==> src/rtl/nco_voice.sv <==
// Single-voice numerically controlled oscillator: a 24-bit phase accumulator stepped
// once per sample period, shaped into sawtooth/square/triangle/silence samples.
module nco_voice #(
    parameter int unsigned CLK_DIV = 2500
) (
    input  logic        clk,
    input  logic        rst,
    input  logic [23:0] fcw,
    input  logic        fcw_valid,
    output logic        fcw_ready,
    input  logic [1:0]  wave_sel,
    input  logic        sample_ready,
    output logic [20:0] wave_out,
    output logic        out_valid,
    output logic [7:0]  drop_count
);

    localparam int unsigned CW = 16;
    localparam logic [CW-1:0] LAST_COUNT = CW'(CLK_DIV - 1);

    logic [CW-1:0] r_cnt;
    logic          r_pend;
    logic [23:0]   r_pendFcw;
    logic [23:0]   r_activeFcw;
    logic [23:0]   r_phase;
    logic          r_load;
    logic [20:0]   r_wave;
    logic          r_valid;
    logic [7:0]    r_drops;

    logic          w_tick;
    logic          w_accept;
    logic [23:0]   w_inc;
    logic [20:0]   w_tri;
    logic [20:0]   w_sample;

    assign w_tick   = (r_cnt == LAST_COUNT);
    assign w_accept = fcw_valid && !r_pend;
    assign w_inc    = r_pend ? r_pendFcw : r_activeFcw;

    always_ff @(posedge clk or posedge rst) begin
        if (rst) begin
            r_cnt <= '0;
        end else if (w_tick) begin
            r_cnt <= '0;
        end else begin
            r_cnt <= r_cnt + 1'b1;
        end
    end

    // A word accepted on a tick edge is only parked; that tick still steps with the old increment.
    always_ff @(posedge clk or posedge rst) begin
        if (rst) begin
            r_pend      <= 1'b0;
            r_pendFcw   <= '0;
            r_activeFcw <= '0;
            r_phase     <= '0;
            r_load      <= 1'b0;
        end else begin
            r_load <= w_tick;
            if (w_tick) begin
                r_phase <= r_phase + w_inc;
                if (r_pend) begin
                    r_activeFcw <= r_pendFcw;
                end
            end
            if (w_accept) begin
                r_pendFcw <= fcw;
                r_pend    <= 1'b1;
            end else if (w_tick) begin
                r_pend <= 1'b0;
            end
        end
    end

    always_comb begin
        w_tri    = r_phase[23] ? ~r_phase[22:2] : r_phase[22:2];
        w_sample = '0;
        case (wave_sel)
            2'd0: w_sample = {~r_phase[23], r_phase[22:3]};
            2'd1: w_sample = r_phase[23] ? 21'h100000 : 21'h0FFFFF;
            2'd2: w_sample = {~w_tri[20], w_tri[19:0]};
            default: w_sample = '0;
        endcase
    end

    // A fresh sample replacing one nobody took is a drop; replacing one being taken is not.
    always_ff @(posedge clk or posedge rst) begin
        if (rst) begin
            r_wave  <= '0;
            r_valid <= 1'b0;
            r_drops <= '0;
        end else if (r_load) begin
            r_wave  <= w_sample;
            r_valid <= 1'b1;
            if (r_valid && !sample_ready && (r_drops != 8'hFF)) begin
                r_drops <= r_drops + 1'b1;
            end
        end else if (r_valid && sample_ready) begin
            r_valid <= 1'b0;
        end
    end

    assign fcw_ready  = !r_pend;
    assign wave_out   = r_wave;
    assign out_valid  = r_valid;
    assign drop_count = r_drops;

endmodule
==> config.mk <==
export PLATFORM = sky130hd
export DESIGN_NAME = nco_voice
export DESIGN_NICKNAME = d
export VERILOG_FILES = /design/src/rtl/nco_voice.sv
export SDC_FILE = /design/constraint.sdc
export NUM_CORES = 1
export LEC_CHECK = 0
export CAP_MARGIN = 20
export CORE_MARGIN = 2
export CORE_UTILIZATION = 45
export DETAILED_ROUTE_END_ITERATION = 12
export GPL_TIMING_DRIVEN = 1
export PLACE_DENSITY = 0.73
export SYNTH_ARGS = -nofsm -noshare
export SYNTH_HDL_FRONTEND = slang
export SYNTH_SLANG_ARGS = --single-unit
==> constraint.sdc <==
create_clock -name clk -period 4.7 [get_ports clk]
set_clock_uncertainty 0.15 [all_clocks]
set_input_delay 1.175 -clock clk [delete_from_list [all_inputs] [get_ports clk]]
set_output_delay 1.175 -clock clk [all_outputs]
set_load 0.03 [all_outputs]
# After elaboration in Yosys (flattened, before gate mapping)
# Cells that the tools add are included.
# word_totals
elab_cells,38
output_inout_bits,31
register_bits,120
# op_classes
n_eq_ne,4
n_reduce_logical,10
n_bitwise,3
n_addsub,3
n_mux,9
# op_table
operator,n
$pmux 21 s3,1
$mux 21,2
$add 24x24->24,1
$mux 24,1
$not 21->21,1
$add 16x1->16 const B,1
$eq 16x12->1 const B,1
$mux 16,1
$add 8x1->8 const B,1
$ne 8x8->1 const B,1
$logic_and 1x1->1,4
$mux 1,4
$reduce_bool 2->1,2
$eq 2x1->1 const B,1
$eq 2x2->1 const B,1
$logic_not 1->1,2
$logic_not 2->1,1
$not 1->1,2
$reduce_and 2->1,1

# Logic depth before layout (Yosys ltp)
# logic_depth
depth_word,4
mapped_depth,12
ltp_nobuf,9

# Worst setup path after synthesis
# OpenSTA, ideal clock, no wires.
# synth_timing
path_type,register -> register
from,register r_pend
to,register r_phase[10]
synth_period_minus_slack_ns,3.483
setup_ns,0.133
t_arrival_ns,3.200
slack_ns,1.217
stages_incl_launch_ff,12
required_time_ns,4.417
cell_sequence,dfrtp_1 -> clkbuf_1 -> clkbuf_1 -> mux2_2 -> ha_1 -> fa_1 -> a21o_1 -> a221oi_2 -> o21ai_0 -> a311oi_1 -> xor2_1 -> o21ai_0
# synth_between
elab_chain_cells,2
# synth_rtl
item,line,source
from (decl),22,logic r_pend;
from (signal assigned),54,r_pend <= 1'b0;
from (signal assigned),69,r_pend <= 1'b1;
from (signal assigned),71,r_pend <= 1'b0;
$mux 24,-,
named net w_inc[0],33,logic [23:0] w_inc;
$add 24x24->24,62,r_phase <= r_phase + w_inc;
to (signal assigned),62,
to (decl),25,logic [23:0] r_phase;
# The timed path passes the listed nets, and every way through them passes these cells.
# A chain may end at the register's enable or synchronous reset.

# Worst setup path in the final report
# Ends and elaborated chain as after synthesis.

==> summary.md <==
| Metric | Value |
|---|---|
| Pwr per Cell Area | `between 300 and 400 nW/um^2` |
| Synth Flop Type | `dfrtp_1` |
| Initial drt markers | `377` |
| Max IR drop VDD | `0.000354 V` |
| Count of synthesis-stage warnings from yosys | `0` |
| Antenna cell count | `0` |
| First drt pass iteration count | `5` |
| Die width | `126 microns` |
| Post-Synthesis Cell Area | `6650 sq um` |
| CP bufs+invs | `0` |
| Cell Chain, Critical Path | `mux2_2, ha_1, fa_1, a21o_1, a221oi_2, o21ai_0, a311oi_1, xor2_1, o21ai_0` |
| Asr flop ratio synth | `100%` |
| Final max-slew violation count | `0` |
| H-tree depth | `4` |
| Crit path largest cell delay | `about 0.80 ns` |
| Startpoint class of the critical path | `flop` |
| Die Ht | `around 130 microns` |
| CTS tree | `done` |
| Post-synth cell types | `60` |
| Area grow syn2layout | `20.9%` |
| Mapped Cells | `689` |
| Row count | `44` |
| DR WL/cell | `16.7 microns` |
| Root Driver | `clkbuf_16` |
| Max-cap check violation count | `0` |
| Hold-fix buffers at CTS | `0` |
| Max FO, Critical Path | `14` |
| Total CTS buffers | `17` |
| #FFs+latches synth | `120` |
| Total core area | `14500 sq um` |
| Post-CTS sizing | `0` |
| IO Pins | `61` |
| Commonest non-fill, non-tap cells in the layout | `120 x nand2_1, 120 x dfrtp_1, 66 x a21oi_1, 60 x clkdlybuf4s50_1, 49 x mux2_2` |
| Final setup fails | `0` |
| Final Hold Fails | `0` |
| PortBufs | `60` |
| Clock buffer depth | `2` |
| GR Util All Layers | `roughly a fifth` |
| Via Count | `5351` |
| Worst EP required | `roughly 4.8 ns` |
| Mean Syn Cell Area | `9.66 sq um` |
| Cell mode on critical path | `o21ai_0` |
| Clock sinks | `120` |
| Vias/cell | `between 5 and 6` |
| Initial antenna violation count | `0` |
| Vias in the first global route | `about 5400` |
| Fin crit period | `3.62 ns` |
| Die Area | `15800 sq um` |
| Slew @ Worst Pin | `0.940 ns` |
| Setup Crit Path Kind | `reg -> reg` |
| Final net count | `between 700 and 800` |
| RSZ-0062 raised after global routing | `false` |
| Outcome | `finished clean` |
| Hold Path Origin | `r_activeFcw[8]` |
| Number of flops mapped to enable cells by yosys | `0` |
| Post-Syn Nets | `745` |
| Seq/Total Area, Yosys | `45.1%` |
| First-pass GRT wire length | `26.0 mm` |
| Global route overflow | `0` |
| Remaining DRCs | `0` |
| Clock slew at reported path FFs | `around 0.06 ns` |
| Setup Fix Bufs, Post-CTS | `0` |
| Max Clock Freq | `276 MHz` |
| Tcrit/Tclk final | `77.1%` |
| HP Class | `reg -> reg` |
| Largest net degree at the start of global routing | `121` |
| Setup crit start | `r_pend` |
| Post-Layout Cell Count | `just over 900` |
| Inst Count DP | `901` |
| Reg2reg start | `r_pend` |
| Post-DRT Antenna Nets | `0` |
| Slowest CP cell | `dfrtp_1` |
| CP endpoint kind | `flop` |
| Worst-Skew Late Latency | `approximately 0.43 ns` |
| Final wirelength | `15.6 mm` |
| HPWL after DPL | `10.5 mm` |
| Setup TNS | `0 ns` |
| Top delay family on crit path | `compound AO/OA/AOI/OAI gates` |
| Initial Util | `45.9%` |
| Gpl congestion | `0.834` |
| Layout cells sized above 1 | `~13%` |
| Relative slew slack | `37.3%` |
| Leak | `about 0.0037 uW` |
| Worst EP arrival | `roughly 3.7 ns` |
where the power goes:
part / switching, uW / leakage, uW / internal (uW)
logic: 295 / 0.00179 / 253
registers: 49.6 / 0.00160 / 1120
clock network: 450 / 0.000303 / 939
total: 795 / 0.00369 / 2310
through the flow:
step / power [uW] / utilization, % / area, sq um / setup slack [ns] / hold slack, ns
finish: 3100 / 55.5 / 8040 / 1.08 / 0.317
CTS: 3130 / 55.5 / 8040 / 1.08 / 0.321
global placement: 1710 / 51.1 / 7400 / 0.921 / 0.303
global route: 3240 / 55.5 / 8040 / 0.864 / 0.344
floorplan: 1580 / - / 6650 / 0.189 / 0.292
detailed placement: 1730 / 51.2 / 7410 / 1.10 / 0.308
routing by layer:
| layer | GRT usage (%) | share of wire, % |
|---|---|---|
| met5 | 0 | 0 |
| met4 | 6.60 | 1.4 |
| met3 | 5.61 | 4.2 |
| met2 | 35.2 | 51 |
| met1 | 24.8 | 43 |
area by class of cell:
cell class                 instances  area, sq um
multi-input combinational        518         3450
timing repair buffer              70          692
inverter                           9         36.3
clock buffer                      24          492
fill                            1248         6440
sequential                       120         3000
clock inverter                     7          140
tap                              184          230
registers in the layout (all words and copies together), names as in the netlist, 8 cells and up:
| name | count |
|---|---|
| r_cnt | 16 |
| r_pendFcw | 24 |
| r_phase | 24 |
| r_activeFcw | 24 |
| wave_out | 21 |
| drop_count | 8 |
Yosys cell counts (10+ instances only):
cell type  instances  share of area, %
dfrtp_1          120                45
nor2_1            37               2.1
o21ai_0           24               1.8
ha_1              25               4.7
clkbuf_1          31               1.7
and3_1            14               1.3
mux2_2            49               8.3
xor2_1            14               1.8
o21a_1            29               3.3
nand2_1          120               6.8
nand4_1           10              0.94
nand3_1           13              0.98
a21o_1            10               1.1
xnor2_1           17               2.2
o221ai_1          20               2.6
a21oi_1           66               5.0
cell families (layout without fill, tap and decap cells):
group                    Yosys count  after routing  share of synthesized area [%]
AND/OR/NAND/NOR                  226            226                           15.6
AO/OA/AOI/OAI                    185            185                           18.6
flip-flops                       120            120                           45.1
buffers and inverters             51            110                           3.08
multiplexers                      50             50                           8.44
XOR/XNOR                          31             31                           4.08
adder cells (fa/ha/maj)           26             26                           5.00
worst reg2reg max path, stage by stage, from the launching register on:
cell and delay [ns]:
dfrtp_1 0.80, mux2_2 0.43, ha_1 0.23, fa_1 0.42
a21o_1 0.20, a221oi_2 0.37, o21ai_0 0.23, a311oi_1 0.38
xor2_1 0.17, o21ai_0 0.08
worst paths after layout:
check / cells after the start / to / slack (ns)
min: 2 / r_activeFcw[8] / 0.32
min reg2reg: 2 / r_activeFcw[8] / 0.32
max in group asynchronous: 3 / r_pendFcw[21] / 2.76
max: 9 / r_phase[10] / 1.08
min in group asynchronous: 3 / r_cnt[7] / 1.08
max reg2reg: 9 / r_phase[10] / 1.08
Power figures use the tool's default switching activity.
